`src/rtl/pipe_hazard_ctrl_pkg.sv`:
```
// Shared constants for the hazard controller.
// These are the Tuse/Tnew encodings and the default MDU latencies.
package pipe_hazard_ctrl_pkg;

   localparam int TW = 2;

   localparam logic [TW-1:0] TUSE_NONE   = 2'd3;

   // Tnew per instruction class and stage; 0 means already forwardable
   localparam logic [TW-1:0] TNEW_ALU_E  = 2'd1;
   localparam logic [TW-1:0] TNEW_LOAD_E = 2'd2;
   localparam logic [TW-1:0] TNEW_LOAD_M = 2'd1;

   localparam int MULT_LAT_DEF = 5;
   localparam int DIV_LAT_DEF  = 10;

endpackage

```
`src/rtl/pipe_hazard_ctrl_md_busy_cnt.sv`:
```
// Counts down the cycles the multiply/divide unit stays busy after an md op leaves E.
// A new start reloads the counter even while a previous op is still counting.
module pipe_hazard_ctrl_md_busy_cnt #(
   parameter int MULT_LAT = 5,
   parameter int DIV_LAT  = 10,
   parameter int CW       = 4
) (
   input  logic clk,
   input  logic rst,
   input  logic md_start,
   input  logic md_is_div,
   output logic md_busy
);

   logic [CW-1:0] md_cnt_q;
   logic [CW-1:0] md_cnt_d;

   always_comb begin
      md_cnt_d = md_cnt_q;
      if (md_start) begin
         md_cnt_d = md_is_div ? CW'(DIV_LAT) : CW'(MULT_LAT);
      end else if (md_cnt_q != '0) begin
         md_cnt_d = md_cnt_q - CW'(1);
      end
   end

   always_ff @(posedge clk) begin
      if (rst) begin
         md_cnt_q <= '0;
      end else begin
         md_cnt_q <= md_cnt_d;
      end
   end

   assign md_busy = (md_cnt_q != '0);

endmodule

```
`src/rtl/pipe_hazard_ctrl.sv`:
```
// Stall/flush controller: holds F and D and bubbles E when a D operand is not ready.
// Stall is combinational from D/E/M state; only the MDU counter and stall count are registered.
module pipe_hazard_ctrl
   import pipe_hazard_ctrl_pkg::*;
#(
   parameter int MULT_LAT = MULT_LAT_DEF,
   parameter int DIV_LAT  = DIV_LAT_DEF,
   parameter int CW       = 4
) (
   input  logic          clk,
   input  logic          rst,
   input  logic [4:0]    D_rs,
   input  logic [4:0]    D_rt,
   input  logic [TW-1:0] D_rs_tuse,
   input  logic [TW-1:0] D_rt_tuse,
   input  logic          D_is_md,
   input  logic [4:0]    E_A3,
   input  logic [TW-1:0] E_tnew,
   input  logic [4:0]    M_A3,
   input  logic [TW-1:0] M_tnew,
   input  logic          E_md_start,
   input  logic          E_md_is_div,
   output logic          F_WE,
   output logic          D_WE,
   output logic          E_clr,
   output logic          md_busy,
   output logic [31:0]   stall_cnt
);

   logic        rs_stall;
   logic        rt_stall;
   logic        md_stall;
   logic        stall;
   logic [31:0] stall_cnt_q;
   logic [31:0] stall_cnt_d;

   pipe_hazard_ctrl_md_busy_cnt #(
      .MULT_LAT (MULT_LAT),
      .DIV_LAT  (DIV_LAT),
      .CW       (CW)
   ) u_md_busy_cnt (
      .clk       (clk),
      .rst       (rst),
      .md_start  (E_md_start),
      .md_is_div (E_md_is_div),
      .md_busy   (md_busy)
   );

   // $0 never carries a dependency; equal Tnew/Tuse is covered by forwarding
   always_comb begin
      rs_stall = 1'b0;
      rt_stall = 1'b0;
      if (D_rs != 5'd0 && D_rs_tuse != TUSE_NONE) begin
         rs_stall = (D_rs == E_A3 && E_tnew > D_rs_tuse) ||
                    (D_rs == M_A3 && M_tnew > D_rs_tuse);
      end
      if (D_rt != 5'd0 && D_rt_tuse != TUSE_NONE) begin
         rt_stall = (D_rt == E_A3 && E_tnew > D_rt_tuse) ||
                    (D_rt == M_A3 && M_tnew > D_rt_tuse);
      end
      md_stall = D_is_md && (E_md_start || md_busy);
      stall    = rs_stall || rt_stall || md_stall;
   end

   assign F_WE  = ~stall;
   assign D_WE  = ~stall;
   assign E_clr = stall;

   always_comb begin
      stall_cnt_d = stall_cnt_q;
      if (stall && stall_cnt_q != 32'hFFFF_FFFF) begin
         stall_cnt_d = stall_cnt_q + 32'd1;
      end
   end

   always_ff @(posedge clk) begin
      if (rst) begin
         stall_cnt_q <= '0;
      end else begin
         stall_cnt_q <= stall_cnt_d;
      end
   end

   assign stall_cnt = stall_cnt_q;

endmodule

```
`config.mk`:
```
export PLATFORM = sky130hd
export DESIGN_NAME = pipe_hazard_ctrl
export DESIGN_NICKNAME = d
export VERILOG_FILES = /design/src/rtl/pipe_hazard_ctrl_pkg.sv /design/src/rtl/pipe_hazard_ctrl_md_busy_cnt.sv /design/src/rtl/pipe_hazard_ctrl.sv
export SDC_FILE = /design/constraint.sdc
export NUM_CORES = 1
export LEC_CHECK = 0
export ABC_CLOCK_PERIOD_IN_PS = 6500
export BUFFER_PORTS_ARGS = -buffer_cell sky130_fd_sc_hd__buf_4
export CORE_MARGIN = 5
export CORE_UTILIZATION = 54
export CTS_CLUSTER_SIZE = 20
export DETAILED_ROUTE_END_ITERATION = 10
export PLACE_DENSITY = 0.83
export SYNTH_ARGS = -nofsm -noshare
export SYNTH_HDL_FRONTEND = slang
export SYNTH_SLANG_ARGS = --single-unit
```
`constraint.sdc`:
```
create_clock -name clk -period 6.5 [get_ports clk]
set_input_delay 1.3 -clock clk [delete_from_list [all_inputs] [get_ports clk]]
set_output_delay 1.3 -clock clk [all_outputs]
set_load 0.005 [all_outputs]
```
After elaboration in Yosys (flattened, before gate mapping). Index checks and enable logic that the tools add are counted.

Bits in registers: 36. Input bits: 33. Logic and storage cells: 38.

Add/sub/neg operators: 2. $lt $le $gt $ge: 4. Equality and inequality tests: 7. Muxes and demuxes: 5. Bitwise logic cells: 1. Reduce and logical (&&, ||, !) cells: 17.

Operators with widths (count): $add A32 B1 Y32 const B (1); $ne A32 B32 Y1 const B (1); $eq A5 B5 Y1 (4); $mux W4 (3); $reduce_bool A5 Y1 (2); $gt A2 B2 Y1 (4); $logic_and A1 B1 Y1 (8); $logic_or A1 B1 Y1 (5); $ne A2 B2 Y1 const B (2); $reduce_bool A4 Y1 (1); $sub A4 B1 Y4 const B (1); $mux W1 (2); $reduce_bool A2 Y1 (1); $not A1 Y1 (1).

Logic depth before layout (Yosys ltp).
Depth after elaboration: 7. Gate-level depth with buffers: 12. Gate-level depth less buffers: 9.

Hierarchy. From an unflattened synthesis, not the netlist that was laid out.

Cells, all modules: 294. Area, all modules: 2414.8 µm².

By module, submodules not included: pipe_hazard_ctrl (times used 1, cells an instance 268, area an instance 2182.1 µm²); pipe_hazard_ctrl_md_busy_cnt (times used 1, cells an instance 26, area an instance 232.7 µm²).

Worst setup path before layout. Ideal clock, no wire load.

Path kind: input to output. From: in D_rs_tuse[1]. To: out F_WE. Arrival: 3.030 ns. Data required time: 5.200 ns. Path slack: 2.170 ns. Stages: 11. Path through: inv_1 -> ha_1 -> nor2b_1 -> o21ai_0 -> a2111oi_2 -> o221ai_1 -> and3_1 -> buf_6 -> clkbuf_1 -> buf_2 -> buf_4.

Longest elaborated chain between the ends: 7. Elaborated cells on any way between the ends: 11. Those cells by class: 2 x order compare; 1 x eq/ne; 1 x mux; 1 x bitwise; 6 x reduce/logical.

Ends and longest elaborated chain: from (decl) (line pipe_hazard_ctrl.sv:14) `input logic [TW-1:0] D_rs_tuse,`; $gt A2 B2 Y1 (on tied branches) (line pipe_hazard_ctrl.sv:54, pipe_hazard_ctrl.sv:55); $logic_and A1 B1 Y1 (on tied branches) (line pipe_hazard_ctrl.sv:54, pipe_hazard_ctrl.sv:55); $logic_or A1 B1 Y1 (line pipe_hazard_ctrl.sv:54) `rs_stall = (D_rs == E_A3 && E_tnew > D_rs_tuse) ||`; $mux W1 * (line pipe_hazard_ctrl.sv:53) `if (D_rs != 5'd0 && D_rs_tuse != TUSE_NONE) begin`; $logic_or A1 B1 Y1 * (2 in series) (line pipe_hazard_ctrl.sv:62) `stall = rs_stall || rt_stall || md_stall;`; $not A1 Y1 *; to (decl) (line pipe_hazard_ctrl.sv:23) `output logic F_WE,`.

Every way passes the cells marked *; elsewhere a longest branch is shown, timed or not.

Final worst setup path.
From: in D_rs_tuse[1]. To: out E_clr.

Longest elaborated chain between the ends: 6. Elaborated cells on any way between the ends: 10. Those cells by class: 2 x order compare; 1 x eq/ne; 1 x mux; 6 x reduce/logical.

Ends and longest elaborated chain: $gt A2 B2 Y1 (on tied branches) (line pipe_hazard_ctrl.sv:54, pipe_hazard_ctrl.sv:55); $logic_and A1 B1 Y1 (on tied branches) (line pipe_hazard_ctrl.sv:54, pipe_hazard_ctrl.sv:55); $logic_or A1 B1 Y1 (line pipe_hazard_ctrl.sv:54); $mux W1 * (line pipe_hazard_ctrl.sv:53); $logic_or A1 B1 Y1 * (2 in series) (line pipe_hazard_ctrl.sv:62); to (decl) (line pipe_hazard_ctrl.sv:25) `output logic E_clr,`.

Marks and branches as above.

==> results.md <==
* Number of synthesized flops with an enable pin at 0
* Fmax at 220.2 MHz
* Commonest cells post-synth: dfxtp_1, a21oi_1, nor2_1, nand3_1
* Post-CTS Hold Buffers at 0
* GRT Total Usage at 0.2015
* CP required at 5200 ps
* Asr flop ratio synth at 0
* Clk_lat worst skew at 300 ps
* Post-route ant nets at 0
* Gate count of the mapped netlist at 291
* Int Pwr at 0.3447 mW
* ANT cells at 0
* Routed wire length at 6059 um
* Reg clk slew, reported paths at 70 ps
* Synth Net Count at 335
* Final setup viols at 0
* H-tree depth at 2
* GPL Wtd Cong at 0.8444
* Largest net degree at the start of global routing at 55
* Max cap viols at 0
* Drt pass-1 iters at 4
* Max VDD drop at 0.1544 mV
* Sink Count at 36
* Crit-path cells: buf_4 > inv_1 > ha_1 > nor2b_1 > o21ai_0 > a2111oi_2 > o221ai_1 > and3_1 > buf_4 > inv_1 > buf_4
* Port bufs at 68
* Synthesized area per cell at 8.251 um2
* Top FF cell, synth: dfxtp_1
* Sequential fraction of design power at 0.469
* Clock power share at 0.337
* GR Overflow Total at 0
* Synth area leaders: dfxtp_1, mux2_2, ha_1
* Final worst path period share at 0.6987
* Share of cells above drive strength 1 at 0.2735
* Non-Filler Instances at 403
* Initial antenna violation count at 0
* Final nets at 394
* Distinct cells, synth at 41
* Initial Util at 0.5553
* Slew margin rel. at 0.1672
* Critical Path Start Type: input port
* CTS resizes at 0
* Die X at 76.68 um
* Synthesized area at 0.002401 mm2
* Via/cell ratio at 5.861
* Core Rows at 24
* Clock Skews at 8.984 ps
* Post-CTS Setup Bufs at 0
* Count leader, synth: dfxtp_1
* WL/cell at 15.03 um
* Outcome: complete, no violations
* Core ar. at 0.004324 mm2
* Synthesized flop and latch total at 36
* Buf/Inv on CP at 5
* CP max stage cell: buf_4
* CP arrival at 3240 ps
* Worst Max-Slew Pin Slew at 1240 ps
* Crit path max fanout at 54
* Top cell type's share of synthesized area at 0.3002
* First-pass GRT wire length at 10,140 um
* Min Tclk post-route at 4542 ps
* Sequential element share of the synthesized area at 0.3002
* CP top delay family: buffers and inverters
* Power Density at 163.4 mW/mm2
* Via count at 2,362
* Largest area contributor in the netlist: dfxtp_1
* Drt drc at 0
* Switching Share at 0.2940
* Max clock buf depth at 2
* Switching power at 0.1436 mW
* I/O pin count at 69
* Comb power frac at 0.194
* Largest stage delay on the critical path at 400 ps
* Vias in the first global route at 2,324
* Hold Crit Class: reg2reg
* Total Neg Setup Slack at 0 ps
* Cell mode on critical path: buf_4
* Die ar. at 0.005880 mm2
* DRT iter0 DRCs at 111
* Dpl hpwl at 4481 um
* CP Class: in2out
* # placed instances at 395
* Critical Path End Type: output port
* Final hold viol count at 0
* Final slew viol count at 0
* Root Buffer: clkbuf_8
* Die Y at 76.68 um
* Yosys warns at 0
* RSZ-0062 raised after global routing: false
* Lkg Pwr at 1.203 nW
* CTS tree: done
* P&R area growth vs syn at 24.44%
* CTS buffer count at 5
[area by class of cell]
class | count | area [um2]
multi-input combinational | 229 | 1558
fill | 371 | 1336
sequential | 36 | 720.7
timing repair buffer | 69 | 518.0
clock buffer | 5 | 68.82
tap | 52 | 65.06
inverter | 9 | 33.78
clock inverter | 3 | 23.77
[logic make-up after synthesis]
group           count (synthesis)  synth area share
mux                            13           0.06097
simple gates                  129            0.3116
fa+ha+maj                      11           0.05732
buf+inv                        26           0.05107
compound gates                 53            0.1350
xor+xnor                       23           0.08390
flops                          36            0.3002
[layer usage]
metal,GRT usage,part of all wire
met5,0,0
met4,0.07517,0.021
met3,0.04567,0.050
met2,0.3650,0.51
met1,0.2267,0.42
[worst paths after layout]
path / start / endpoint / slack, ps / cells past startpoint
max: D_rs_tuse[1] / E_clr / 1960 / 11
min: stall_cnt[21] / stall_cnt[21] / 500 / 2
max reg2reg: stall_cnt[6] / stall_cnt[10] / 3740 / 6
min reg2reg: stall_cnt[21] / stall_cnt[21] / 500 / 2
[power by group through the flow]
stage / logic (mW) / clock network [mW] / registers [mW]
floorplan: 0.0588 / 0 / 0.233
global placement: 0.0907 / 0 / 0.234
detailed placement: 0.0943 / 0 / 0.234
CTS: 0.0948 / 0.166 / 0.229
global route: 0.105 / 0.175 / 0.230
finish: 0.0948 / 0.164 / 0.229
[state kept, by name, indices dropped and copies added, names as in the netlist]
register and cells:
u_md_busy_cnt.md_cnt_q 4, stall_cnt 32
[worst register-to-register path: cells and delay by family, from the launching register on]
family / cells / cell delay, ps
multiplexers: 1 / 330
AND/OR/NAND/NOR: 5 / 1900
flip-flops: 1 / 440
[placed cells by master, fill, tap and decap left out, drive strengths merged, types with 13 or more instances in the layout]
| master | n |
|---|---|
| dfxtp | 36 |
| xnor2 | 15 |
| o21ai | 13 |
| nand2 | 14 |
| nand3 | 17 |
| nor2 | 21 |
| mux2 | 13 |
| buf | 69 |
| a21oi | 23 |
| nor2b | 15 |
[through the flow]
stage	utilization	cell area [um2]	power (mW)	setup slack (ps)	hold slack [ps]
after floorplan	-	2401	0.2922	2170	476.5
after global placement	0.6696	2895	0.3249	2117	482.9
after detailed placement	0.6696	2895	0.3285	1989	493.0
after CTS	0.6910	2988	0.4896	1974	503.9
after global routing	0.6910	2988	0.5100	1872	549.3
final	0.6910	2988	0.4883	1958	500.4
Note: power is estimated with default switching activity, not from simulation.
